File: config.mk
export PLATFORM = sky130hd
export DESIGN_NAME = pio_irq_sequencer
export DESIGN_NICKNAME = d
export VERILOG_FILES = /design/src/rtl/pio_irq_sequencer.sv
export SDC_FILE = /design/constraint.sdc
export NUM_CORES = 1
export LEC_CHECK = 0
export ABC_AREA = 1
export ABC_CLOCK_PERIOD_IN_PS = 2100
export BUFFER_PORTS_ARGS = -buffer_cell sky130_fd_sc_hd__buf_2
export CELL_PAD_IN_SITES_DETAIL_PLACEMENT = 1
export CELL_PAD_IN_SITES_GLOBAL_PLACEMENT = 2
export CORE_AREA = 2 2 207 189
export CTS_BUF_LIST = sky130_fd_sc_hd__clkbuf_16
export CTS_CLUSTER_SIZE = 16
export DETAILED_ROUTE_END_ITERATION = 12
export DIE_AREA = 0 0 209 191
export PLACE_DENSITY_LB_ADDON = 0.1
export SLEW_MARGIN = 0
export SYNTH_ARGS = -nofsm -noshare
export SYNTH_HDL_FRONTEND = slang
export SYNTH_SLANG_ARGS = --single-unit
File: constraint.sdc
create_clock -name clk -period 2.1 [get_ports clk]
set_input_delay 0.42 -clock clk [delete_from_list [all_inputs] [get_ports clk]]
set_output_delay 0.42 -clock clk [all_outputs]
set_load 0.01 [all_outputs]
File: src/rtl/pio_irq_sequencer.sv
// pio_irq_sequencer
//
// Avalon-MM master that drives the control side of one input PIO slave.
// It programs the PIO interrupt mask after enable. On every irq it reads the
// data register, masks the irq off, queues the captured word in a small
// first-word-fall-through FIFO and waits a hold-off period. Then it restores
// the mask. The consumer therefore sees rate-limited events instead of an irq
// storm.
//
// Parameters
//   DEPTH    event FIFO entries (power of 2, 2..16)
//   HOLDOFF  cycles the PIO mask stays at 0 after each capture (>= 1)
//
// Ports
//   clk, reset_n        clock, asynchronous active-low reset
//   cfg_enable          1 = run, 0 = park with the PIO mask cleared
//   cfg_mask            mask value written to PIO address 2
//   pio_address/_chipselect/_write_n/_writedata   registered PIO master outputs
//   pio_readdata        PIO read data (registered in the PIO, 1-cycle latency)
//   pio_irq             PIO level interrupt
//   evt_valid/evt_ready/evt_data   event FIFO head (pop on valid & ready)
//   overflow            sticky flag: an event was dropped (cleared by reset)
//   drop_count          saturating count of dropped events
module pio_irq_sequencer #(
  parameter int DEPTH   = 4,
  parameter int HOLDOFF = 1000
) (
  input  logic        clk,
  input  logic        reset_n,
  input  logic        cfg_enable,
  input  logic [31:0] cfg_mask,
  output logic [1:0]  pio_address,
  output logic        pio_chipselect,
  output logic        pio_write_n,
  output logic [31:0] pio_writedata,
  input  logic [31:0] pio_readdata,
  input  logic        pio_irq,
  output logic        evt_valid,
  input  logic        evt_ready,
  output logic [31:0] evt_data,
  output logic        overflow,
  output logic [7:0]  drop_count
);

  localparam int PW = $clog2(DEPTH);
  localparam int CW = PW + 1;
  localparam int HW = (HOLDOFF > 1) ? $clog2(HOLDOFF) : 1;

  localparam logic [CW-1:0] DEPTH_C   = CW'(DEPTH);
  localparam logic [HW-1:0] HOLD_LOAD = HW'(HOLDOFF - 1);
  localparam logic [1:0]    ADDR_DATA = 2'd0;
  localparam logic [1:0]    ADDR_MASK = 2'd2;

  typedef enum logic [3:0] {
    ST_IDLE    = 4'd0,
    ST_INIT    = 4'd1,
    ST_ARMED   = 4'd2,
    ST_READ    = 4'd3,
    ST_CAPTURE = 4'd4,
    ST_MASKOFF = 4'd5,
    ST_HOLD    = 4'd6,
    ST_RESTORE = 4'd7,
    ST_DISABLE = 4'd8
  } state_t;

  // Saturating 8-bit increment for the drop counter.
  function automatic logic [7:0] sat_inc8(input logic [7:0] v);
    if (v == 8'hFF) begin
      return 8'hFF;
    end else begin
      return v + 8'd1;
    end
  endfunction

  state_t        state_q, state_d;
  logic [31:0]   mask_q, mask_d;
  logic [HW-1:0] hold_q, hold_d;
  logic          capture_s;

  logic          cs_q, cs_d;
  logic          wn_q, wn_d;
  logic [1:0]    addr_q, addr_d;
  logic [31:0]   wd_q, wd_d;

  logic [31:0]   mem_q [DEPTH];
  logic [PW-1:0] wr_ptr_q, wr_ptr_d;
  logic [PW-1:0] rd_ptr_q, rd_ptr_d;
  logic [CW-1:0] count_q, count_d;
  logic          push_s, pop_s, drop_s;
  logic          evt_valid_q, evt_valid_d;
  logic [31:0]   evt_data_q, evt_data_d;
  logic          overflow_q, overflow_d;
  logic [7:0]    drop_q, drop_d;

  // Sequencer next-state, latched mask and hold-off counter.
  always_comb begin
    state_d   = state_q;
    mask_d    = mask_q;
    hold_d    = hold_q;
    capture_s = 1'b0;
    case (state_q)
      ST_IDLE: begin
        if (cfg_enable) begin
          mask_d  = cfg_mask;
          state_d = ST_INIT;
        end else begin
          state_d = ST_IDLE;
        end
      end
      ST_INIT: state_d = ST_ARMED;
      ST_ARMED: begin
        // Disable wins over a simultaneous irq.
        if (!cfg_enable) begin
          state_d = ST_DISABLE;
        end else if (pio_irq) begin
          state_d = ST_READ;
        end else begin
          state_d = ST_ARMED;
        end
      end
      ST_READ: state_d = ST_CAPTURE;
      ST_CAPTURE: begin
        capture_s = 1'b1;
        state_d   = ST_MASKOFF;
      end
      ST_MASKOFF: begin
        hold_d  = HOLD_LOAD;
        state_d = ST_HOLD;
      end
      ST_HOLD: begin
        if (hold_q == {HW{1'b0}}) begin
          // The mask is already 0, so a disabled exit goes straight to IDLE.
          if (cfg_enable) begin
            state_d = ST_RESTORE;
          end else begin
            state_d = ST_IDLE;
          end
        end else begin
          hold_d = hold_q - HW'(1);
        end
      end
      ST_RESTORE: state_d = ST_ARMED;
      ST_DISABLE: state_d = ST_IDLE;
      default:    state_d = ST_IDLE;
    endcase
  end

  // PIO bus values for the state being entered, so each write appears in the
  // same cycle the sequencer occupies the writing state.
  always_comb begin
    cs_d   = 1'b0;
    wn_d   = 1'b1;
    addr_d = ADDR_DATA;
    wd_d   = 32'h0000_0000;
    case (state_d)
      ST_INIT, ST_RESTORE: begin
        cs_d   = 1'b1;
        wn_d   = 1'b0;
        addr_d = ADDR_MASK;
        wd_d   = mask_d;
      end
      ST_MASKOFF, ST_DISABLE: begin
        cs_d   = 1'b1;
        wn_d   = 1'b0;
        addr_d = ADDR_MASK;
        wd_d   = 32'h0000_0000;
      end
      default: begin
        cs_d   = 1'b0;
        wn_d   = 1'b1;
        addr_d = ADDR_DATA;
        wd_d   = 32'h0000_0000;
      end
    endcase
  end

  // Event FIFO bookkeeping; fullness is judged before any same-cycle pop.
  always_comb begin
    push_s   = capture_s && (count_q < DEPTH_C);
    drop_s   = capture_s && !(count_q < DEPTH_C);
    pop_s    = evt_valid_q && evt_ready;
    wr_ptr_d = push_s ? (wr_ptr_q + PW'(1)) : wr_ptr_q;
    rd_ptr_d = pop_s  ? (rd_ptr_q + PW'(1)) : rd_ptr_q;
    case ({push_s, pop_s})
      2'b10:   count_d = count_q + CW'(1);
      2'b01:   count_d = count_q - CW'(1);
      default: count_d = count_q;
    endcase
    evt_valid_d = (count_d != {CW{1'b0}});
    // The new head is the word being pushed only when no older entry remains.
    if (count_d == {CW{1'b0}}) begin
      evt_data_d = evt_data_q;
    end else if (push_s && (rd_ptr_d == wr_ptr_q)) begin
      evt_data_d = pio_readdata;
    end else begin
      evt_data_d = mem_q[rd_ptr_d];
    end
    overflow_d = overflow_q | drop_s;
    if (drop_s) begin
      drop_d = sat_inc8(drop_q);
    end else begin
      drop_d = drop_q;
    end
  end

  // Sequencer state, registered PIO outputs and FIFO control registers.
  always_ff @(posedge clk or negedge reset_n) begin
    if (!reset_n) begin
      state_q     <= ST_IDLE;
      mask_q      <= 32'h0000_0000;
      hold_q      <= {HW{1'b0}};
      cs_q        <= 1'b0;
      wn_q        <= 1'b1;
      addr_q      <= 2'd0;
      wd_q        <= 32'h0000_0000;
      wr_ptr_q    <= {PW{1'b0}};
      rd_ptr_q    <= {PW{1'b0}};
      count_q     <= {CW{1'b0}};
      evt_valid_q <= 1'b0;
      evt_data_q  <= 32'h0000_0000;
      overflow_q  <= 1'b0;
      drop_q      <= 8'd0;
    end else begin
      state_q     <= state_d;
      mask_q      <= mask_d;
      hold_q      <= hold_d;
      cs_q        <= cs_d;
      wn_q        <= wn_d;
      addr_q      <= addr_d;
      wd_q        <= wd_d;
      wr_ptr_q    <= wr_ptr_d;
      rd_ptr_q    <= rd_ptr_d;
      count_q     <= count_d;
      evt_valid_q <= evt_valid_d;
      evt_data_q  <= evt_data_d;
      overflow_q  <= overflow_d;
      drop_q      <= drop_d;
    end
  end

  // Event storage.
  always_ff @(posedge clk or negedge reset_n) begin
    if (!reset_n) begin
      for (int i = 0; i < DEPTH; i++) begin
        mem_q[i] <= 32'h0000_0000;
      end
    end else begin
      if (push_s) begin
        mem_q[wr_ptr_q] <= pio_readdata;
      end
    end
  end

  assign pio_chipselect = cs_q;
  assign pio_write_n    = wn_q;
  assign pio_address    = addr_q;
  assign pio_writedata  = wd_q;
  assign evt_valid      = evt_valid_q;
  assign evt_data       = evt_data_q;
  assign overflow       = overflow_q;
  assign drop_count     = drop_q;

endmodule

==> impl_metrics.tcl, run 1 <==
set metrics [dict create \
    ys_ff_latch 257 \
    synth_flop_cell "dfrtp_1" \
    synth_compound_area_share_pct 9.217 \
    syn_inst 1370 \
    yosys.area.top_type_share_pct 55.52 \
    row_count 68 \
    drv_slew 0 \
    synth_commonest_cells "nand2_1, dfrtp_1, nand3_1" \
    finalSetupViolCount 32 \
    async_flop_share_pct 100.0 \
    reg2reg_to "evt_data[1]$_DFFE_PN0P_" \
    critPathRequiredTime_ns 2.60 \
    clk_pin_slew_ns 0.06 \
    period_share_pct 104.9 \
    synth_fp_nets 1447 \
    slowest_stage "fa_2" \
    htreeDepth 1 \
    cts_root_buf "clkbuf_16" \
    first_pass_iters 5 \
    synthesis.area_um2 11540 \
    yosys.area_share.xor_xnor_pct 0.9109 \
    synthTopCellsByArea "dfrtp_1, nand2_1, nand3_1" \
    setup_slack_ns -0.1028 \
    synthAdderAreaFrac_pct 0.9326 \
    synth_top_family_by_area "simple AND/OR/NAND/NOR gates" \
    drt_iter0_markers 449 \
    final_cell_area_um2 14450 \
    initial_core_util_pct 30.48 \
    cap_violations 0 \
    area_growth_pct 25.22 \
    die_h_um 191 \
    ios 147 \
    die_area_um2 39920 \
    design.core.area_um2 37860 \
    worstPathMaxFanout 6 \
    overflow 0 \
    hold_violations 0 \
    grt_pass1_vias 10116 \
    start_kind "flip-flop" \
    fin_crit_ns 2.203 \
    fin_cells 2048 \
    synth-edff-count 0 \
    tightest_slew_ns 0.6120 \
    synth_cell_types 33 \
    tns_ns -2.484 \
    powerDensity_nw_per_um2 1728 \
    critical-path-max-stage-delay_ns 0.46 \
    clk_latency_ns 0.57 \
    ys_seq_area_share_pct 55.75 \
    synth_mux_area_share_pct 0 \
    reg2reg_slack_ns -0.10 \
    violations "setup timing" \
    wl_mm 36.65 \
    max_slew_margin_pct 59.20 \
    peakVddDrop_mv 0.7426 \
    die_x_um 209 \
    critical_path.cell_chain "inv_2, nand2_4, nor2_4, nand2_4, ha_4, inv_4, fa_2, o21ai_4, nor2_4, nand2_8, clkbuf_16, nand3_4, nand2_2" \
    startpoint "state_q[3]$_DFF_PN0_" \
    crit_path_end "evt_data[1]$_DFFE_PN0P_" \
    vias_per_cell 4.746 \
    cts_tree "yes" \
    gp_congestion 0.7191 \
    grt_antenna_before_repair 7 \
    holdWs_ns 0.08364 \
    power.total_mw 24.96 \
    numPortBuffers 145 \
    r2r_start "state_q[3]$_DFF_PN0_" \
    wl_per_cell_um 17.89 \
    grt_usage_pct 18.48 \
    num_vias 9719 \
    post-synth-top-count-cell "nand2_1" \
    yosys.area_share.simple_pct 25.32 \
    worstSetupPathType "reg2reg" \
    yosys_warnings 0 \
    worstPathArrival_ns 2.70 \
    min_path_type "in2reg" \
    dp_cells 1981 \
    grt_max_degree 100 \
    final_nets 1608 \
    drive_gt1_share_pct 20.58 \
    cp-end-kind "flip-flop" \
    avgSynthCellArea_um2 8.422 \
    antenna_left 0 \
    grt_first_pass_wirelength_mm 58.26 \
    dpl_cell_area_um2 13210 \
    status "finished with violations" \
    cts_buffers 30 \
    leakage_nw 7.549 \
    clock_sinks 257 \
    finClkSkew_ns 0.02042 \
    post-dp-hpwl_mm 23.03 \
    netlist.top_cell.by_area "dfrtp_1" \
    worstRegToRegCells 13 \
    cts_buffer_depth 3 \
    rsz0062_at_grt "true" \
    fmax_ghz 0.4540 \
    drc 0 \
]
## per-stage QoR
step	utilization [%]	setup WS (ns)
2_1_floorplan	-	-0.003518
3_3_place_gp	34.90	-0.06300
3_5_place_dp	34.90	-0.1519
4_1_cts	37.43	-0.06318
5_1_grt	38.14	-0.1883
6_report	38.16	-0.1028
## final cells by class
class / count / area, µm²
clock buffers: 30 / 750.7
flip-flops and latches: 257 / 6432
clock inverters: 26 / 142.6
fillers: 4423 / 23410
diodes: 3 / 7.507
multi-input cells: 899 / 4463
inverters: 129 / 489.2
repair buffers: 214 / 1550
well taps: 490 / 613.1
## what timing repair did
action                                 in CTS  in global routing
resized for setup                           9                 35
endpoints found under the hold margin      36                  0
pin swaps                                   3                 53
hold buffers                                1                  0
setup buffers                               1                  2
setup endpoints to repair                  32                 32
cloned                                      0                  4
## sequential cells by signal, summed over array words and instances, names as in the netlist
signal and count:
pio_write_n 1, evt_valid 1, wr_ptr_q 2, pio_address 1
mask_q 32, count_q 3, pio_writedata 32, hold_q 10
overflow 1, drop_count 8, mem_q 128, rd_ptr_q 2
state_q 4, evt_data 32
## placed cells by master (no fill, tap or decap), types with 3 or more instances in the layout
cell type and count:
nand2_1 361, dfrtp_1 256, nand3_1 213, buf_2 144, inv_1 137, o21ai_1 133
o21ai_0 45, buf_4 45, clkbuf_16 33, a21oi_1 32, nand3_2 26, buf_12 19
nand2_2 17, nor2_1 16, nand4_1 11, xor2_1 10, ha_1 6, clkinv_1 5
clkinv_2 5, nand3_4 4, inv_2 4, diode_2 3, nor3_1 3, nor2_2 3
nor2_4 3
## worst min path at each step
stage / from / end / slack, ns / cells after the start
floorplan: reset_n / count_q[0]$_DFF_PN0_ / 0.12 / 0
global placement: reset_n / drop_count[7]$_DFFE_PN0P_ / 0.38 / 1
detailed placement: reset_n / drop_count[6]$_DFFE_PN0P_ / 0.38 / 1
CTS: cfg_mask[28] / mask_q[28]$_DFF_PN0_ / 0.04 / 3
global route: cfg_mask[29] / mask_q[29]$_DFF_PN0_ / 0.09 / 3
finish: cfg_mask[28] / mask_q[28]$_DFF_PN0_ / 0.08 / 3
## report_power, final
group	leakage (nW)	internal (mW)	total, mW	switching [mW]
sequential	2.97	7.27	8.54	1.26
clock	0.493	2.69	4.83	2.13
combinational	4.09	4.63	11.6	6.97
total	7.55	14.6	25.0	10.4
## worst max-delay path, delay by kind of cell, from the launching register on
kind / cells / cell delay [ns]
AO/OA/AOI/OAI: 1 / 0.19
adder cells (fa/ha/maj): 2 / 0.62
buffers and inverters: 3 / 0.31
flip-flops: 1 / 0.39
AND/OR/NAND/NOR: 7 / 0.61
## per-layer routing
layer | part of all wire, % | track usage (%)
met1 | 49 | 25.99
met2 | 45 | 29.69
met3 | 4.3 | 3.844
met4 | 1.4 | 3.269
met5 | 0.068 | 0
## cell families after synthesis
kind of cell | count (synthesis)
AND/OR/NAND/NOR | 666
flip-flops | 257
buffers and inverters | 214
AO/OA/AOI/OAI | 212
XOR/XNOR | 12
adder cells (fa/ha/maj) | 8
other | 1
Note: power is estimated with default switching activity, not from simulation.
==> run 2: changes to the inputs <==
==> constraint.sdc (replaced) <==
create_clock -name clk -period 2.1 [get_ports clk]
set_input_delay 0.105 -clock clk [delete_from_list [all_inputs] [get_ports clk]]
set_output_delay 0.105 -clock clk [all_outputs]
set_load 0.01 [all_outputs]
==> run 2 against run 1 <==
  * The flow still finishes with violations (setup timing)
  * Setup slack worse by 0.028 ns
  * Non-clock buffer count up 58
  * Fmax down 1.3%
  * Die area unchanged
  * Critical path type unchanged
  * Largest cell class unchanged
  * Largest power group unchanged
==> impl_metrics.tcl, run 2 (synthesis gave the netlist of run 1 again) <==
set metrics [dict create \
    critPathRequiredTime_ns 2.50 \
    slowest_stage "fa_2" \
    critical_path.cell_chain "nand2_4, nor2_4, nand2_4, ha_4, inv_4, fa_2, o21ai_4, nor2_4, nand2_8, clkbuf_16, nand3_2, nand2_1" \
    min_path_type "in2async" \
    worstSetupPathType "reg2reg" \
    post-dp-hpwl_mm 22.64 \
    rsz0062_at_grt "true" \
    r2r_start "state_q[2]$_DFF_PN0_" \
    row_count 68 \
    grt_usage_pct 19.05 \
    layout_common_cells "nand2_1, dfrtp_1, nand3_1" \
    power.total_mw 25.83 \
    area_growth_pct 31.03 \
    clk_latency_ns 0.52 \
    hold_violations 0 \
    status "finished with violations" \
    htreeDepth 2 \
    largest_reg_flops 128 \
    grt_pass1_vias 10486 \
    drt_iter0_markers 467 \
    final_nets 1670 \
    cts_buffer_depth 3 \
    overflow 0 \
    initial_core_util_pct 30.48 \
    cts_root_buf "clkbuf_16" \
    powerDensity_nw_per_um2 1709 \
    clk_pin_slew_ns 0.06 \
    first_pass_iters 4 \
    design.core.area_um2 37860 \
    grt_antenna_before_repair 1 \
    start_kind "flip-flop" \
    finalSetupViolCount 33 \
    setup_slack_ns -0.1313 \
    tightest_slew_ns 0.6550 \
    fin_crit_ns 2.231 \
    peakVddDrop_mv 0.7972 \
    clock_sinks 257 \
    die_h_um 191 \
    wl_mm 37.65 \
    critical-path-max-stage-delay_ns 0.56 \
    finClkSkew_ns 0.01159 \
    violations "setup timing" \
    fin_util_pct 39.93 \
    largest-register "mem_q" \
    final_common_cell "nand2_1" \
    drc 0 \
    worstPathArrival_ns 2.63 \
    cap_violations 0 \
    period_share_pct 106.3 \
    fmax_ghz 0.4482 \
    numPortBuffers 145 \
    antenna_left 0 \
    fillers 4433 \
    drv_slew 0 \
    die_x_um 209 \
    num_vias 10008 \
    cts_tree "yes" \
    die_area_um2 39920 \
    max_slew_margin_pct 56.33 \
    grt_first_pass_wirelength_mm 60.02 \
    gp_congestion 0.7369 \
    vias_per_cell 4.745 \
    cp-end-kind "flip-flop" \
    startpoint "state_q[2]$_DFF_PN0_" \
    grt_max_degree 100 \
    worstPathMaxFanout 6 \
    tns_ns -3.392 \
    cts_buffers 34 \
    wl_per_cell_um 17.85 \
    drive_gt1_share_pct 19.78 \
    leakage_nw 7.805 \
    ios 147 \
]
[run 2: cell type report]
cell class | count | area (µm²) | share of cell area, %
Antenna cell | 1 | 2.502 | 0.01655
Clock buffer | 37 | 925.9 | 6.124
Clock inverter | 24 | 170.2 | 1.125
Inverter | 129 | 489.2 | 3.236
Multi-Input combinational cell | 899 | 4423 | 29.25
Sequential cell | 257 | 6432 | 42.54
Tap cell | 490 | 613.1 | 4.055
Timing Repair Buffer | 272 | 2063 | 13.65
[run 2: per-layer routing]
layer / vias up / GRT usage (%) / share of wire (%)
met5: - / 0 / 0
met4: 0 / 4.176 / 1.6
met3: 46 / 3.581 / 3.9
met2: 144 / 31.23 / 46
met1: 4903 / 26.22 / 48
li1: 4915 / - / -
[run 2: critical path: cells and delay by family, from the launching register on]
| family | cells | cell delay (ns) |
|---|---|---|
| and+or+nand+nor | 7 | 0.72 |
| adders and majority gates | 2 | 0.69 |
| DFF | 1 | 0.41 |
| buffers and inverters | 2 | 0.22 |
| AOI/OAI and AO/OA | 1 | 0.07 |
[run 2: what timing repair did]
action	CTS	global route
setup buffers	0	3
endpoints found under the hold margin	459	0
pin swaps	0	49
gates cloned	0	4
resized for setup	1	35
hold buffers	67	0
setup endpoints to repair	32	32
[run 2: where the power goes]
part	switching [mW]	internal, mW	leakage (nW)
Sequential	1.26	7.28	2.97
Combinational	7.02	4.55	4.28
Clock	2.30	3.42	0.554
[run 2: worst paths after layout]
check	to	slack, ns	cells past startpoint
setup / recovery	evt_data[3]$_DFFE_PN0P_	-0.13	12
hold / removal	drop_count[6]$_DFFE_PN0P_	0.08	2
setup reg to reg	evt_data[3]$_DFFE_PN0P_	-0.13	12
hold reg to reg	overflow$_DFF_PN0_	0.47	1
max in group asynchronous	mem_q[88]$_DFFE_PN0P_	1.25	3
min in group clk	rd_ptr_q[1]$_DFF_PN0_	0.18	4
[run 2: stage by stage]
step | std cells | hold WS (ns) | instance area [µm²] | worst slack, ns
3_5_place_dp | 1973 | 0.03594 | 13070 | -0.09413
4_1_cts | 2101 | 0.08174 | 14840 | -0.1038
6_report | 2109 | 0.07945 | 15120 | -0.1313
2_1_floorplan | 1370 | -0.1906 | 11630 | -0.003518
5_1_grt | 2108 | 0.09153 | 15120 | -0.2127
3_3_place_gp | 1973 | 0.04422 | 13070 | -0.009359
==> run 3: changes to the inputs <==
ABC_AREA = default   (was 1)
CORE_AREA = 2 2 212 193   (was 2 2 207 189)
DIE_AREA = 0 0 214 195   (was 0 0 209 191)
==> run 3 against run 2 <==
  * The run still ends with setup timing left
  * Register-to-register slack got worse by 0.22 ns
  * Synthesized cell count decreased by 23%
  * Area after synthesis grew 5.2%
  * Flip-flop and latch count stayed put
  * Critical path type unchanged
  * Highest routed layer is now met5
==> impl_metrics.tcl, run 3 <==
set metrics [dict create \
    status "finished with violations" \
    violations "setup timing" \
    async_flop_share_pct 100.0 \
    syn_inst 1059 \
    startpoint "state_q[2]$_DFF_PN0_" \
    critPathRequiredTime_ns 2.52 \
    antenna_left 0 \
    fmax_ghz 0.4085 \
    drive_gt1_share_pct 36.15 \
    die_h_um 195 \
    setup_slack_ns -0.3478 \
    design.core.area_um2 39280 \
    synth_commonest_cells "dfrtp_1, nand2_1, mux2_2" \
    htreeDepth 2 \
    cp-end-kind "flip-flop" \
    critical_path.cell_chain "nand2b_4, nor4_4, inv_2, ha_4, inv_2, fa_2, mux2i_4, nor4_4, buf_6, buf_12, nand2_1, o31ai_2" \
    netlist.top_cell.by_area "dfrtp_1" \
    leakage_nw 7.147 \
    die_area_um2 41730 \
    overflow 0 \
    cap_violations 0 \
    cts_root_buf "clkbuf_16" \
    cellInternalPower_mw 16.43 \
    reg2reg_slack_ns -0.35 \
    grt_antenna_before_repair 2 \
    fillers 4267 \
    largest_reg_flops 128 \
    post-dp-hpwl_mm 22.18 \
    worstSetupPathType "reg2reg" \
    crit_path_end "evt_data[15]$_DFFE_PN0P_" \
    cts_tree "yes" \
    reg2reg_to "evt_data[15]$_DFFE_PN0P_" \
    yosys.area.top_type_share_pct 52.77 \
    layout_common_cells "dfrtp_1, nand2_1, mux2_2" \
    p_sw_mw 9.572 \
    cts_buffer_depth 3 \
    synth_cell_types 53 \
    grt_usage_pct 17.61 \
    swShare_pct 36.82 \
    ys_seq_area_share_pct 52.98 \
    power_frac_comb_pct 45.0 \
    min_path_type "in2async" \
    num_vias 9173 \
    max_slew_margin_pct 52.43 \
    ios 147 \
    drt_iter0_markers 391 \
    fin_util_pct 40.46 \
    period_share_pct 116.6 \
    powerDensity_nw_per_um2 1636 \
    worstRegToRegCells 12 \
    clk_pin_slew_ns 0.05 \
    ys_ff_latch 257 \
    yosys_warnings 0 \
    row_count 69 \
    fin_crit_ns 2.448 \
    synth_fp_nets 1136 \
    largest-register "mem_q" \
    synthTopCellsByArea "dfrtp_1, mux2_2, nand2_1" \
    drc 0 \
    first_pass_iters 5 \
    synthesis.area_um2 12140 \
    gp_congestion 0.7079 \
    synth-edff-count 0 \
    clk_latency_ns 0.51 \
    critical-path-max-stage-delay_ns 0.54 \
    crit_buf_inv 4 \
    grt_first_pass_wirelength_mm 58.03 \
    wl_mm 36.49 \
    clockPowerShare_pct 20.5 \
    clock_sinks 257 \
    tightest_slew_ns 0.7135 \
    rsz0062_at_grt "true" \
    worstPathArrival_ns 2.87 \
    hold_violations 0 \
    die_x_um 214 \
    final_common_cell "dfrtp_1" \
    critical_path_depth 12 \
    r2r_start "state_q[2]$_DFF_PN0_" \
    post-synth-top-count-cell "dfrtp_1" \
    peakVddDrop_mv 0.7906 \
    multi_input_area_um2 5459 \
    avgSynthCellArea_um2 11.46 \
    area_growth_pct 30.91 \
    start_kind "flip-flop" \
    final_nets 1395 \
    synth_flop_cell "dfrtp_1" \
    worstPathMaxFanout 13 \
    vias_per_cell 4.900 \
    seq_power_share_pct 34.6 \
    tns_ns -10.62 \
    finalSetupViolCount 33 \
    slowest_stage "fa_2" \
    finClkSkew_ns 0.01365 \
    initial_core_util_pct 30.91 \
    path_delay_family "simple AND/OR/NAND/NOR gates" \
    cts_buffers 34 \
    drv_slew 0 \
    wl_per_cell_um 19.49 \
    numPortBuffers 145 \
    ff_latch_area_um2 6432 \
    grt_pass1_vias 9944 \
    grt_max_degree 110 \
]
run 3: cell types whose count changed after synthesis, sizes merged, moves of 30 or more:
| cell | before | now |
|---|---|---|
| mux2 | 0 | 161 |
| inv | 129 | 13 |
| mux2i | 0 | 67 |
| nand3 | 243 | 7 |
| buf | 66 | 36 |
| nand2 | 381 | 181 |
| o21ai | 179 | 37 |
| a32oi | 0 | 64 |
| nor2b | 0 | 38 |
run 3: what timing repair did:
action | CTS | global route
gates cloned | 3 | 0
setup endpoints to repair | 33 | 66
gates resized for setup | 13 | 4
hold buffers | 66 | 0
setup buffers | 8 | 5
pin swaps | 4 | 2
endpoints found under the hold margin | 449 | 0
run 3: worst min path at each step:
stage / end / cells after the start / start
floorplan: count_q[0]$_DFF_PN0_ / 0 / reset_n
global placement: mem_q[37]$_DFFE_PN0P_ / 1 / reset_n
detailed placement: evt_data[15]$_DFFE_PN0P_ / 1 / reset_n
CTS: evt_data[15]$_DFFE_PN0P_ / 2 / reset_n
global route: mem_q[1]$_DFFE_PN0P_ / 2 / reset_n
finish: evt_data[1]$_DFFE_PN0P_ / 2 / reset_n
run 3: routing by layer:
metal	track usage [%]	vias to the layer above	share of wire, %
met5	0	-	0.036
met4	4.533	2	2.1
met3	4.424	65	5.5
met2	28.61	164	46
met1	23.48	4649	47
li1	-	4293	-
run 3: cell families (layout without fill, tap and decap cells):
group	count (synthesis)	after routing	synth area share, %
compound gates	173	173	10.67
simple gates	294	294	11.00
mux	228	228	20.46
other cells	1	2	0.03089
flops	257	257	52.98
buf+inv	85	365	3.030
xor+xnor	12	12	0.8657
fa+ha+maj	9	9	0.9687
run 3: power by group through the flow:
stage	clock, mW	combinational [mW]	sequential [mW]
floorplan	0	7.12	8.93
global placement	0	10.7	9.04
detailed placement	0	10.9	9.07
CTS	5.57	11.8	9.03
global route	5.76	12.9	9.35
finish	5.32	11.7	8.99
run 3: area by class of cell:
type	instances	area share, %
clock buffers	37	5.826
diodes	1	0.01575
flip-flops and latches	257	40.47
multi-input cells	717	34.35
repair buffers	295	14.29
inverters	13	0.3070
well taps	532	4.188
clock inverters	20	0.5511
run 3: through the flow:
stage	cell area, µm²	setup slack, ns	power, mW	hold slack [ns]	instances
detailed placement	14020	-0.4461	19.93	0.06696	1737
CTS	15850	-0.4015	26.36	0.1226	1868
floorplan	12240	-0.4900	16.05	-0.1906	1059
global placement	14020	-0.3553	19.70	0.06839	1737
global route	15890	-0.5322	28.03	0.1541	1871
finish	15890	-0.3478	26.00	0.1236	1872
